### src/rtl/mio_pkg.sv
// Shared types and constants for the memory/IO bus controller.
// FSM state encoding, IO register offsets and the default IO window.
package mio_pkg;

  typedef enum logic [1:0] {
    IDLE,
    RAM_WAIT,
    DONE
  } state_t;

  localparam logic [1:0] IO_LED  = 2'd0;
  localparam logic [1:0] IO_SW   = 2'd1;
  localparam logic [1:0] IO_TMR  = 2'd2;
  localparam logic [1:0] IO_STAT = 2'd3;

  localparam logic [3:0] IO_BASE_DEF = 4'hF;

endpackage

### src/rtl/mio_timer.sv
// Reloading down-counter with a sticky interrupt flag.
// A zero reload value disables the timer.
module mio_timer (
  input  logic        clk,
  input  logic        reset,
  input  logic        wr,
  input  logic [31:0] wdata,
  output logic [31:0] count,
  input  logic        clr,
  output logic        irq
);

  logic [31:0] reload;
  logic        uf;

  // a CPU load suppresses the underflow in the same cycle
  assign uf = !wr && (reload != '0) && (count == 32'd1);

  // reload/count update and irq set-over-clear priority
  always_ff @(posedge clk or posedge reset) begin
    if (reset) begin
      reload <= '0;
      count  <= '0;
      irq    <= 1'b0;
    end else begin
      if (wr) begin
        reload <= wdata;
        count  <= wdata;
      end else if (reload != '0) begin
        if (count == 32'd1) count <= reload;
        else                count <= count - 32'd1;
      end
      if (uf)       irq <= 1'b1;
      else if (clr) irq <= 1'b0;
    end
  end

endmodule

### src/rtl/mio_bus_ctrl.sv
// CPU memory-port bus controller: routes requests to block RAM
// or to LED/switch/timer registers and returns a ready pulse.
module mio_bus_ctrl
  import mio_pkg::*;
#(
  parameter int         RAM_AW  = 10,
  parameter int         RAM_LAT = 2,
  parameter logic [3:0] IO_BASE = IO_BASE_DEF
) (
  input  logic              clk,
  input  logic              reset,
  input  logic              cpu_req,
  input  logic [31:0]       cpu_addr,
  input  logic [31:0]       cpu_wdata,
  input  logic              cpu_we,
  output logic [31:0]       cpu_rdata,
  output logic              cpu_ready,
  output logic              ram_en,
  output logic              ram_we,
  output logic [RAM_AW-1:0] ram_addr,
  output logic [31:0]       ram_wdata,
  input  logic [31:0]       ram_rdata,
  input  logic [15:0]       sw_in,
  output logic [15:0]       led_out,
  output logic              irq
);

  localparam logic [2:0] LAT_M1 = 3'(RAM_LAT - 1);

  state_t      state, state_nx;
  logic        is_io, take, we_q;
  logic [1:0]  ofs;
  logic [2:0]  wcnt;
  logic [15:0] sw_m, sw_s;
  logic [31:0] io_rdata, tmr_count;
  logic        tmr_wr, tmr_clr;
  logic        unused_addr;

  assign is_io = cpu_addr[31:28] == IO_BASE;
  assign take  = (state == IDLE) && cpu_req;
  assign ofs   = cpu_addr[3:2];

  assign tmr_wr  = take && is_io && cpu_we && (ofs == IO_TMR);
  assign tmr_clr = take && is_io && cpu_we && (ofs == IO_STAT)
                   && cpu_wdata[0];

  assign unused_addr = ^{cpu_addr[27:RAM_AW+2], cpu_addr[1:0]};

  mio_timer u_timer (
    .clk   (clk),
    .reset (reset),
    .wr    (tmr_wr),
    .wdata (cpu_wdata),
    .count (tmr_count),
    .clr   (tmr_clr),
    .irq   (irq)
  );

  // IO read mux, indexed by word offset within the IO window
  always_comb begin
    io_rdata = '0;
    unique case (ofs)
      IO_LED:  io_rdata = {16'b0, led_out};
      IO_SW:   io_rdata = {16'b0, sw_s};
      IO_TMR:  io_rdata = tmr_count;
      IO_STAT: io_rdata = {31'b0, irq};
      default: io_rdata = '0;
    endcase
  end

  // state register
  always_ff @(posedge clk or posedge reset) begin
    if (reset) state <= IDLE;
    else       state <= state_nx;
  end

  // next state: writes leave RAM_WAIT after one cycle, reads after RAM_LAT
  always_comb begin
    state_nx = state;
    unique case (state)
      IDLE:     if (cpu_req) state_nx = is_io ? DONE : RAM_WAIT;
      RAM_WAIT: if (we_q || wcnt == LAT_M1) state_nx = DONE;
      DONE:     state_nx = IDLE;
      default:  state_nx = IDLE;
    endcase
  end

  // outputs: RAM strobe in the accepting cycle, ready while in DONE
  always_comb begin
    ram_en    = 1'b0;
    ram_we    = 1'b0;
    ram_addr  = '0;
    ram_wdata = '0;
    cpu_ready = 1'b0;
    if (!reset) begin
      if (take && !is_io) begin
        ram_en    = 1'b1;
        ram_we    = cpu_we;
        ram_addr  = cpu_addr[RAM_AW+1:2];
        ram_wdata = cpu_wdata;
      end
      cpu_ready = state == DONE;
    end
  end

  // request latch, wait counter, IO registers and read-data capture
  always_ff @(posedge clk or posedge reset) begin
    if (reset) begin
      we_q      <= 1'b0;
      wcnt      <= '0;
      led_out   <= '0;
      cpu_rdata <= '0;
    end else if (take) begin
      we_q <= cpu_we;
      wcnt <= '0;
      if (is_io && cpu_we && ofs == IO_LED) led_out <= cpu_wdata[15:0];
      if (is_io && !cpu_we) cpu_rdata <= io_rdata;
    end else if (state == RAM_WAIT) begin
      wcnt <= wcnt + 3'd1;
      if (!we_q && wcnt == LAT_M1) cpu_rdata <= ram_rdata;
    end
  end

  // two-flop synchroniser for the asynchronous switch inputs
  always_ff @(posedge clk or posedge reset) begin
    if (reset) begin
      sw_m <= '0;
      sw_s <= '0;
    end else begin
      sw_m <= sw_in;
      sw_s <= sw_m;
    end
  end

endmodule

### config.mk
export PLATFORM = sky130hd
export DESIGN_NAME = mio_bus_ctrl
export DESIGN_NICKNAME = d
export VERILOG_FILES = /design/src/rtl/mio_pkg.sv /design/src/rtl/mio_timer.sv /design/src/rtl/mio_bus_ctrl.sv
export SDC_FILE = /design/constraint.sdc
export NUM_CORES = 1
export LEC_CHECK = 0
export ABC_CLOCK_PERIOD_IN_PS = 12060
export CORE_MARGIN = 2
export CORE_UTILIZATION = 53
export DETAILED_ROUTE_END_ITERATION = 7
export MAX_ROUTING_LAYER = met4
export PLACE_DENSITY_LB_ADDON = 0.3
export SYNTH_ARGS = -nofsm -noshare
export SYNTH_HDL_FRONTEND = slang
export SYNTH_SLANG_ARGS = --single-unit
### constraint.sdc
create_clock -name clk -period 12.06 [get_ports clk]
set_clock_uncertainty 0.1 [all_clocks]
set_input_delay 2.412 -clock clk [delete_from_list [all_inputs] [get_ports clk]]
set_output_delay 2.412 -clock clk [all_outputs]
set_load 0.05 [all_outputs]
==> impl_metrics.env <==
export IMPL_status="complete, no violations"
export IMPL_stdcell_area_um2=10200
export IMPL_yosys_area_share_adder_pct=0.649
export IMPL_ys_seq_area_share_pct=49.0
export IMPL_die_h_um=125
export IMPL_clockBufferDepth=2
export IMPL_synth_edf_count=0
export IMPL_avgSynthCellArea_um2=9.88
export IMPL_crit_path_start_kind="primary input"
export IMPL_cts_root_buf="clkbuf_16"
export IMPL_max_slew_margin_rel_pct=13.7
export IMPL_leakage_uw=0.00466
export IMPL_worst_pin_slew_ns=1.29
export IMPL_yosys_warnings=0
export IMPL_synth_cell_types=68
export IMPL_grt_max_degree=80
export IMPL_synth_simple_area_share_pct=23.1
export IMPL_placed_cell_area_um2=9640
export IMPL_critPathKind="primary input to output port"
export IMPL_syn_to_final_growth_pct=32.4
export IMPL_ff2ff_setup_slack_ns=8.54
export IMPL_clkTransAtPathRegs_ns=0.07
export IMPL_crit_required_ns=9.55
export IMPL_die_area_um2=15500
export IMPL_hp_class="register to register"
export IMPL_final_max_slew_viol_count=0
export IMPL_tns_ns=0
export IMPL_synth_area_um2=7710
export IMPL_wl_per_cell_um=18.2
export IMPL_insertedDiodeCount=0
export IMPL_synth_compound_area_share_pct=10.5
export IMPL_p_seq_share_pct=34.4
export IMPL_wl_mm=20.9
export IMPL_drt_first_pass_iters=5
export IMPL_endpoint_kind="output port"
export IMPL_cts_tree="done"
export IMPL_cts_setup_buffers=0
export IMPL_syn_instance_count=781
export IMPL_drive_gt1_share_pct=13.0
export IMPL_power_uw=2230
export IMPL_ctsResizeCount=0
export IMPL_dp_hpwl_mm=14.1
export IMPL_pin_count=210
export IMPL_p_comb_share_pct=42.2
export IMPL_max_freq_mhz=116
export IMPL_switching_share_pct=42.4
export IMPL_gp_congestion=0.870
export IMPL_cap_violations=0
export IMPL_syn_nets=901
export IMPL_clkPwrFrac_pct=23.4
export IMPL_synth_top_family_by_area="simple AND/OR/NAND/NOR gates"
export IMPL_nNetsFinal=1073
export IMPL_num_rows=44
export IMPL_io_buffers=191
export IMPL_p_per_area_nw_per_um2=218
export IMPL_finalCritPeriodShare_pct=71.2
export IMPL_cts_buffers=17
export IMPL_chipWidth_um=125
export IMPL_rsz0062_at_grt="no"
export IMPL_grt_pass1_wl_mm=34.6
export IMPL_ys_flop_type="dfrtp_1"
export IMPL_dr_first_iter_drc_count=723
export IMPL_synth_xor_area_share_pct=2.84
export IMPL_antenna_left=0
export IMPL_cp_arrival_ns=6.08
export IMPL_finalHoldViolCount=0
export IMPL_p_int_uw=1280
export IMPL_holdBufCountCts=0
export IMPL_p_sw_uw=944
export IMPL_vias=6598
export IMPL_fin_crit_ns=8.59
export IMPL_async_flop_share_pct=100
export IMPL_drt_vias_per_instance=5.74
export IMPL_worstPathMaxFanout=49
export IMPL_grt_pass1_vias=6537
export IMPL_setup_violations=0
export IMPL_cts_sinks=151
export IMPL_cts_max_level=4
export IMPL_grtUsageTotal_pct=28.7
export IMPL_ys_seq_elements=151
export IMPL_initial_core_util_pct=53.7
export IMPL_antenna_found_initial=0
export IMPL_synth_area_mux_share_pct=9.65
export IMPL_clkLatencyLatePin_ns=0.43
export IMPL_grt_overflow_total=0
export IMPL_coreArea_um2=14400
export IMPL_peakVddDrop_v=0.000155
export IMPL_drcViolationCount=0
[registers in the layout, summed over array words and instances, names as in the netlist]
register / count
we_q: 1
sw_m: 16
wcnt: 3
led_out: 16
u_timer.irq: 1
sw_s: 16
u_timer.reload: 32
state: 2
u_timer.count: 32
cpu_rdata: 32
[area by class of cell]
cell class              instances  area, um^2
clock buffers                  18         439
clock inverters                14         139
fillers                      1056        4150
inverters                       5        36.3
multi-input cells             578        3610
flip-flops and latches        151        3780
well taps                     184         230
repair buffers                200        1980
[power groups by stage]
stage | registers (uW) | logic [uW] | clock network [uW]
final | 766 | 940 | 520
after floorplan | 910 | 511 | 0
after global placement | 764 | 915 | 0
after global routing | 786 | 1010 | 549
after detailed placement | 769 | 937 | 0
after CTS | 763 | 942 | 527
[cell families (layout without fill, tap and decap cells)]
logic type / after synthesis / in the layout
AO/OA/AOI/OAI: 129 / 129
XOR/XNOR: 25 / 25
adder cells (fa/ha/maj): 4 / 4
buffers and inverters: 52 / 237
flip-flops: 151 / 151
multiplexers: 67 / 67
AND/OR/NAND/NOR: 353 / 353
[metrics by stage]
step / hold WS (ns) / setup WS (ns) / util, % / instances
floorplan: 0.231 / 5.20 / - / 781
detailed placement: 0.235 / 3.42 / 67.1 / 1118
CTS: 0.249 / 3.40 / 71.1 / 1150
finish: 0.248 / 3.47 / 71.1 / 1150
global placement: 0.232 / 3.46 / 67.1 / 1118
global route: 0.251 / 3.23 / 71.1 / 1150
[cell usage in the layout, fill, tap and decap left out, types with 5 or more instances in the layout]
cell type,Yosys,routed
inv_6,0,8
nor2_1,39,39
o211ai_1,6,6
o21ai_1,19,19
nand3_1,23,23
clkbuf_16,0,17
o21ai_2,5,5
xnor2_1,7,7
mux2i_1,17,17
buf_4,1,9
a21oi_1,19,19
clkdlybuf4s50_1,0,191
o21ai_0,38,38
or3_1,5,5
nor3_1,10,9
dfrtp_1,151,151
mux2_2,48,48
nor4_1,18,18
nand2_1,172,172
a22oi_1,19,19
xor2_1,18,18
and2_1,44,43
a22o_1,5,5
[Yosys cell counts, types with 3 or more instances]
library cell / count / area share [%]
a22oi_1: 19 / 1.8
clkbuf_2: 3 / 0.19
clkbuf_1: 23 / 1.1
xnor2_1: 7 / 0.79
clkbuf_8: 5 / 0.89
nor2b_1: 3 / 0.24
o21ai_1: 19 / 1.2
nor3_1: 10 / 0.65
buf_6: 5 / 0.73
a21o_1: 3 / 0.29
nor4_1: 18 / 1.5
nand2_2: 4 / 0.32
nand2_1: 172 / 8.4
dfrtp_1: 151 / 49
o21ai_2: 5 / 0.57
a221o_1: 4 / 0.52
mux2_2: 48 / 7.0
nor2_1: 39 / 1.9
inv_1: 4 / 0.19
o211ai_1: 6 / 0.58
nand3_1: 23 / 1.5
ha_1: 4 / 0.65
and2_1: 44 / 3.6
a22o_1: 5 / 0.57
xor2_1: 18 / 2.0
o21ai_0: 38 / 2.5
a21oi_1: 19 / 1.2
nor3b_1: 4 / 0.39
or3_1: 5 / 0.41
nand4_1: 4 / 0.32
mux2i_1: 17 / 2.2
buf_2: 8 / 0.52
[final timing paths]
| kind | from | endpoint | depth (start not counted) |
|---|---|---|---|
| max in group asynchronous | reset | led_out[9]$_DFFE_PP0P_ | 3 |
| setup reg to reg | state[0]$_DFFE_PP0P_ | u_timer.count[18]$_DFFE_PP0P_ | 8 |
| min in group asynchronous | reset | cpu_rdata[14]$_DFFE_PP0P_ | 2 |
| hold / removal | sw_m[2]$_DFF_PP0_ | sw_s[2]$_DFF_PP0_ | 0 |
| hold reg to reg | sw_m[2]$_DFF_PP0_ | sw_s[2]$_DFF_PP0_ | 0 |
| setup / recovery | cpu_req | ram_addr[9] | 6 |
[critical path, stage by stage]
cell	delay (ns)
clkdlybuf4s50_1	0.56
or3b_4	0.65
nor3_2	1.08
buf_4	0.40
and2_1	0.17
clkdlybuf4s50_1	0.80
[routing by layer]
layer	part of all wire (%)	wire length, um	up-vias	track usage [%]
met4	1.6	339	0	8.66
met1	41	8690	3239	37.3
met3	6.5	1350	29	5.37
met2	50	10600	282	46.3
met5	0	0	-	-
li1	-	-	3048	-
No activity file was read; power rests on OpenSTA's default activity.
